==> src/rtl/edge_evt_pkg.sv <==
// Shared types and the round-robin pick helper for the edge event arbiter.
package edge_evt_pkg;

    typedef enum logic [1:0] {
        EDGE_RISE = 2'b00,
        EDGE_FALL = 2'b01,
        EDGE_BOTH = 2'b10,
        EDGE_NONE = 2'b11
    } edge_mode_e;

    // Widest channel count the pick helper can scan.
    localparam int unsigned MAX_CH = 32;

    typedef struct packed {
        logic        found;
        int unsigned idx;
    } rr_pick_t;

    // First set bit of pend at or above ptr, wrapping at n_ch.
    function automatic rr_pick_t rr_pick(input logic [MAX_CH-1:0] pend,
                                         input int unsigned       ptr,
                                         input int unsigned       n_ch);
        rr_pick_t    r;
        int unsigned k;
        r.found = 1'b0;
        r.idx   = 0;
        for (int unsigned off = 0; off < MAX_CH; off++) begin
            if (off < n_ch && !r.found) begin
                k = ptr + off;
                if (k >= n_ch) k = k - n_ch;
                if (pend[k[4:0]]) begin
                    r.found = 1'b1;
                    r.idx   = k;
                end
            end
        end
        return r;
    endfunction

endpackage

==> src/rtl/edge_capture_ch.sv <==
// One monitored channel: edge history, edge detect, pending flag, sticky overflow.
module edge_capture_ch
    import edge_evt_pkg::*;
(
    input  logic       clk,
    input  logic       rst_n,
    input  logic       sig,
    input  edge_mode_e mode_i,
    input  logic       grant_i,
    input  logic       ovf_clr_i,
    output logic       pend,
    output logic       ovf
);

    logic sig_d;
    logic det;

    // Edge detect against the previous sample according to the selected mode.
    always_comb begin
        det = 1'b0;
        unique case (mode_i)
            EDGE_RISE: det = sig & ~sig_d;
            EDGE_FALL: det = ~sig & sig_d;
            EDGE_BOTH: det = sig ^ sig_d;
            EDGE_NONE: det = 1'b0;
            default:   det = 1'b0;
        endcase
    end

    // History always tracks the input so a mode change sees no stale edge;
    // a new edge outranks the grant that clears the current one.
    always_ff @(posedge clk or negedge rst_n) begin
        if (!rst_n) begin
            sig_d <= 1'b0;
            pend  <= 1'b0;
            ovf   <= 1'b0;
        end else begin
            sig_d <= sig;
            if (mode_i == EDGE_NONE) pend <= 1'b0;
            else if (det)            pend <= 1'b1;
            else if (grant_i)        pend <= 1'b0;
            if (det && pend && !grant_i) ovf <= 1'b1;
            else if (ovf_clr_i)          ovf <= 1'b0;
        end
    end

endmodule

==> src/rtl/edge_event_arbiter.sv <==
// Per-channel edge capture shared onto one valid/ready port by round-robin.
module edge_event_arbiter
    import edge_evt_pkg::*;
#(
    parameter  int unsigned N_CH = 4,
    localparam int unsigned CH_W = $clog2(N_CH)
) (
    input  logic              clk,
    input  logic              rst_n,
    input  logic [N_CH-1:0]   sig,
    input  logic [2*N_CH-1:0] mode,
    output logic              evt_valid,
    output logic [CH_W-1:0]   evt_ch,
    input  logic              evt_ready,
    output logic [N_CH-1:0]   ovf,
    input  logic [N_CH-1:0]   ovf_clr
);

    logic [N_CH-1:0] pend;
    logic [N_CH-1:0] grant;
    logic [CH_W-1:0] rr_ptr;
    logic [CH_W-1:0] winner;
    logic [CH_W-1:0] next_ptr;
    logic            load;
    rr_pick_t        pick;

    for (genvar i = 0; i < N_CH; i++) begin : g_ch
        edge_capture_ch u_ch (
            .clk       (clk),
            .rst_n     (rst_n),
            .sig       (sig[i]),
            .mode_i    (edge_mode_e'(mode[2*i +: 2])),
            .grant_i   (grant[i]),
            .ovf_clr_i (ovf_clr[i]),
            .pend      (pend[i]),
            .ovf       (ovf[i])
        );
    end

    // Arbitrate over registered pend only; grant one channel whenever the stage can load.
    always_comb begin
        load     = ~evt_valid | evt_ready;
        pick     = rr_pick(MAX_CH'(pend), 32'(rr_ptr), N_CH);
        winner   = CH_W'(pick.idx % N_CH);
        next_ptr = (winner == CH_W'(N_CH - 1)) ? '0 : winner + 1'b1;
        grant    = '0;
        if (load && pick.found) grant[winner] = 1'b1;
    end

    // Output stage: hold under backpressure, otherwise present the winner or go idle.
    always_ff @(posedge clk or negedge rst_n) begin
        if (!rst_n) begin
            evt_valid <= 1'b0;
            evt_ch    <= '0;
            rr_ptr    <= '0;
        end else if (load) begin
            if (pick.found) begin
                evt_valid <= 1'b1;
                evt_ch    <= winner;
                rr_ptr    <= next_ptr;
            end else begin
                evt_valid <= 1'b0;
            end
        end
    end

endmodule
==> config.mk <==
export PLATFORM = sky130hd
export DESIGN_NAME = edge_event_arbiter
export DESIGN_NICKNAME = d
export VERILOG_FILES = /design/src/rtl/edge_evt_pkg.sv /design/src/rtl/edge_capture_ch.sv /design/src/rtl/edge_event_arbiter.sv
export SDC_FILE = /design/constraint.sdc
export NUM_CORES = 1
export LEC_CHECK = 0
export CORE_ASPECT_RATIO = 1.25
export CORE_UTILIZATION = 58
export CTS_BUF_LIST = sky130_fd_sc_hd__clkbuf_4 sky130_fd_sc_hd__clkbuf_8
export DETAILED_ROUTE_END_ITERATION = 16
export GPL_ROUTABILITY_DRIVEN = 0
export PLACE_DENSITY = 0.87
export SKIP_CTS_REPAIR_TIMING = 1
export SYNTH_ARGS = -nofsm -noshare
export SYNTH_HDL_FRONTEND = slang
export SYNTH_HIERARCHICAL = 1
export SYNTH_SLANG_ARGS = --single-unit
==> constraint.sdc <==
create_clock -name clk -period 4.98 [get_ports clk]
set_input_delay 1.494 -clock clk [delete_from_list [all_inputs] [get_ports clk]]
set_output_delay 1.494 -clock clk [all_outputs]
set_load 0.02 [all_outputs]
=== Yosys cells after proc, flatten, opt, wreduce, memory -nomap -nowiden ===
Index checks and enable logic that the tools add are counted.

* Bits of input ports: 19
* Output and inout bits: 7
* Register bits after elaboration: 17
* Word-level logic and storage cells: 146

* Reduce and logical (&&, ||, !) cells: 27
* Bitwise logic cells: 22
* Mux-type cells: 51
* $add $sub $neg: 8
* Eq/ne operators: 13
* Magnitude comparators: 10

{| class="wikitable"
|+ Operator list
! cell !! number
|-
| $mux W33 || 7
|-
| $mux W32 || 7
|-
| $mux W1 || 26
|-
| $lt A5 B6 Y1 const B || 4
|-
| $bmux W1 S5 || 4
|-
| $eq A2 B2 Y1 const B || 9
|-
| $pmux W1 S4 || 4
|-
| $reduce_bool A3 Y1 || 4
|-
| $sub A3 B3 Y4 const B || 3
|-
| $logic_and A1 B1 Y1 || 10
|-
| $ge A3 B3 Y1 const B || 3
|-
| $not A1 Y1 || 9
|-
| $and A1 B1 Y1 || 8
|-
| $eq A2 B1 Y1 const B || 4
|-
| $logic_not A2 Y1 || 4
|-
| $reduce_bool A2 Y1 || 4
|-
| $add A2 B2 Y3 const B || 2
|-
| $logic_not A1 Y1 || 4
|-
| $mux W4 || 1
|-
| $sub A2 B3 Y4 const B || 1
|-
| $xor A1 B1 Y1 || 4
|-
| $add A2 B1 Y3 const B || 1
|-
| $ge A2 B3 Y1 const B || 1
|-
| $lt A2 B3 Y1 const B || 1
|-
| other kinds (6) || 6
|}

=== Longest topological paths before layout ===
* Depth after elaboration: 28
* Gate-level depth with buffers: 12
* Mapped depth without buffers: 11

=== Cells and area by module ===
Netlist, hierarchy kept.

{| class="wikitable"
|+ By module, submodules not included
! module !! sequential area each (um^2) !! area an instance (um^2) !! cells each !! instances
|-
| edge_capture_ch || 75.1 || 185.2 || 17 || 4
|-
| edge_event_arbiter || 125.1 || 611.8 || 60 || 1
|}

=== Worst setup path after synthesis ===
OpenSTA, ideal clock, no wires.

* Kind: reg-to-reg
* Start: register rr_ptr[0]
* End: register g_ch[3].u_ch.pend
* Slack: 2.421 ns
* Required time: 4.893 ns
* Arrival time: 2.472 ns
* Setup time: 0.087 ns
* Path buffers: 1
* Cell stages (with the launch flop): 13
* Period minus slack after synthesis: 2.559 ns
* Path through: dfrtp_1 buf_6 inv_1 ha_1 nand3b_1 and3_1 o21ai_1 o21ai_1 ha_1 and2_4 nand2b_4 a21o_2 a22oi_1

{| class="wikitable"
|+ RTL lines
! element !! line !! source
|-
| from (decl) || edge_event_arbiter.sv:21 || <nowiki>logic [CH_W-1:0] rr_ptr;</nowiki>
|-
| from (signal assigned) || edge_event_arbiter.sv:60 || <nowiki>rr_ptr <= next_ptr;</nowiki>
|-
| to (signal assigned) || edge_capture_ch.sv:35 || <nowiki>pend <= 1'b0;</nowiki>
|-
| to (signal assigned) || edge_capture_ch.sv:39 || <nowiki>if (mode_i == EDGE_NONE) pend <= 1'b0;</nowiki>
|-
| to (signal assigned) || edge_capture_ch.sv:40 || <nowiki>else if (det) pend <= 1'b1;</nowiki>
|-
| to (decl) || edge_capture_ch.sv:11 || <nowiki>output logic pend,</nowiki>
|}

==> reports/qor.yml <==
timing:
  clock.fmax_mhz: 328
  rsz0062_at_grt: "false"
  setup-tns-final_ns: 0
  finalSetupViolations: 0
  tightestPinTransition_ns: 0.806
  max-slew-margin-rel_pct: 46.1
  min_period_ns: 3.05
  hold_violations: 0
  worst_hold_slack_ns: 0.552
  maxSlewViolCount: 0
  finalCritPeriodShare_pct: 61.3
  skew_ns: 0.00942
  setup_ws_ns: 1.93
cts:
  cts_buffer_depth: 2
  cts.clk_slew.worst_paths_ns: 0.11
  cts_buffers: 3
  root_buffer: "clkbuf_4"
  cts_tree: "yes"
  insertion_delay_ns: 0.30
  clock_sinks: 17
  htreeDepth: 1
yosys:
  synthFlopType: "dfrtp_1"
  synthesis.area_mm2: 0.00135
  synth_area_per_cell_um2: 10.6
  ys_seq_area_share_pct: 31.5
  synth.top_cells.by_count: "dfrtp_1, ha_1, inv_1, nand2b_1"
  async_flop_share_pct: 100
  synth-seq-cells: 17
  synth_top_area_cell: "dfrtp_1"
  syn_nets: 163
  synth_most_common_cell: "dfrtp_1"
  synth_top_area_share_pct: 31.5
  netlist_instances: 128
  ys_warn_count: 6
  synth_cell_type_count: 38
  synthTopCellsByArea: "dfrtp_1, ha_1, inv_1"
  synth_edf_count: 0
cells_and_area:
  fin_area_mm2: 0.00166
  fin_nets: 192
  fillers: 160
  final_cells: 187
  drive_gt1_share_pct: 19.9
  final_util_pct: 75.0
  diodes: 0
  area_growth_pct: 22.6
min_path:
  worstHoldStart: "evt_ch[0]$_DFFE_PN0P_"
  hold_depth: 2
  min_to: "evt_ch[0]$_DFFE_PN0P_"
  hold_path.class: "reg -> reg"
global_route:
  grt.overflow.total: 0
  grt_pass1_wl_mm: 4.77
  grt_pass1_vias: 1157
  grtUsageTotal_pct: 25.4
  grt_max_degree: 18
  grt_antenna_before_repair: 0
placement:
  place_inst: 183
  hpwl_mm: 2.23
  post_dp_cell_area_mm2: 0.00163
  pre_cts_slack_ns: 1.92
  port_buffers: 25
drt:
  drcViolationCount: 0
  routed_wl_mm: 2.71
  initialDrtViolationCount: 14
  viasPerCell: 5.51
  first_pass_iters: 4
  antenna_left: 0
  wire_per_inst_um: 14.5
  dr_total_vias: 1031
pwr:
  power_frac_comb_pct: 66.9
  p_sw_uw: 441
  peakVddDrop_mv: 0.349
  p_per_area_mw_per_mm2: 608
  pwr-share-clk_pct: 7.6
  swShare_pct: 43.7
  power_leakage_nw: 0.744
  p_int_uw: 567
  seqPwrFrac_pct: 25.5
  fin_total_pwr_mw: 1.01
floorplan:
  io-pin-count: 26
  dieArea_mm2: 0.00253
  die_height_um: 56.0
  start_util_pct: 61.2
  rows: 19
  die_x_um: 45.2
  core_area_mm2: 0.00221
setup_path:
  cp.buffers_inverters: 2
  critical_path_arrival_ns: 3.26
  endpoint_kind: "register"
  cp.required_ns: 5.19
  crit_family: "compound AO/OA/AOI/OAI gates"
  slowest_stage: "dfrtp_1"
  r2r-start: "rr_ptr[0]$_DFFE_PN0P_"
  path_class: "reg -> reg"
  slowest_delay_ns: 0.65
  path_cells: "inv_1 -> ha_1 -> nand3b_1 -> and3_1 -> a32oi_1 -> inv_1 -> ha_1 -> and2_4 -> nand2b_4 -> a21o_2 -> a22oi_1"
  critPathMaxFanout: 12
  rrSetupSlack_ns: 1.93
  worst_r2r_endpoint: "g_ch[3].u_ch/pend$_DFFE_PN0P_"
  r2r_cells: 11
  path_depth: 11
  start_kind: "register"
outcome:
  status: "complete, no violations"
job:
  drv_cap: 0
state kept, by name (all words and copies together) (netlist names):
signal / flops
evt_ch: 2
evt_valid: 1
g_ch.u_ch/ovf: 4
g_ch.u_ch/pend: 4
g_ch.u_ch/sig_d: 4
rr_ptr: 2
area by class of cell:
cell class                      count  area, um^2  share of cell area, %
Tap cell                           31        38.8                   2.34
Clock buffer                        3        22.5                   1.36
Sequential cell                    17         425                   25.7
Multi-Input combinational cell     93         848                   51.2
Inverter                           16        60.1                   3.62
Clock inverter                      1        5.00                  0.302
Timing Repair Buffer               26         258                   15.5
worst min-delay path, delay by kind of cell, from the launching register on:
kind	cells	cell delay [ns]
AOI/OAI and AO/OA	1	0.09
DFF	1	0.38
and+or+nand+nor	1	0.05
routing by layer:
layer	track usage, %	routed length (um)
met1	26.9	1100
met2	46.6	1520
met3	3.57	53
met4	11.7	27
met5	0	0
worst max-delay path by stage:
stage / startpoint / to / slack (ns)
after global placement: evt_ready / g_ch[3].u_ch/pend$_DFFE_PN0P_ / 1.99
after global routing: rr_ptr[0]$_DFFE_PN0P_ / g_ch[3].u_ch/pend$_DFFE_PN0P_ / 1.72
final: rr_ptr[0]$_DFFE_PN0P_ / g_ch[3].u_ch/pend$_DFFE_PN0P_ / 1.93
after CTS: rr_ptr[0]$_DFFE_PN0P_ / g_ch[3].u_ch/ovf$_DFFE_PN0P_ / 1.91
after detailed placement: evt_ready / g_ch[3].u_ch/pend$_DFFE_PN0P_ / 1.92
after floorplan: rr_ptr[0]$_DFFE_PN0P_ / g_ch[3].u_ch/pend$_DFFE_PN0P_ / 2.42
layout by cell type, fill, tap and decap left out, drive strengths merged, types with 2 or more instances in the layout:
cell	netlist	final
clkdlybuf4s50	0	25
dfrtp	17	17
ha	16	16
inv	16	16
nand2b	10	10
and2	6	6
o21a	5	5
nor2b	5	5
mux2	5	5
a21o	5	5
a211oi	4	4
o32ai	4	4
o31ai	4	4
a22oi	4	4
o21ai	4	4
nand2	3	3
clkbuf	0	3
a21oi	3	3
mux4	2	2
and3	2	2
nor2	2	2
power groups by stage:
stage	clock network [mW]	registers, mW	logic, mW
2_1_floorplan	0	0.270	0.496
3_3_place_gp	0	0.256	0.648
3_5_place_dp	0	0.260	0.671
4_1_cts	0.0796	0.257	0.677
5_1_grt	0.0879	0.266	0.740
6_report	0.0771	0.257	0.674
cells by family (layout without fill, tap and decap cells):
family          after synthesis  in the layout  share of synthesized area, %
compound gates               39             39                          23.4
simple gates                 30             30                          16.3
buf+inv                      18             46                          5.83
flops                        17             17                          31.5
fa+ha+maj                    16             16                          14.8
mux                           8              8                          8.23
Power figures use the tool's default switching activity.
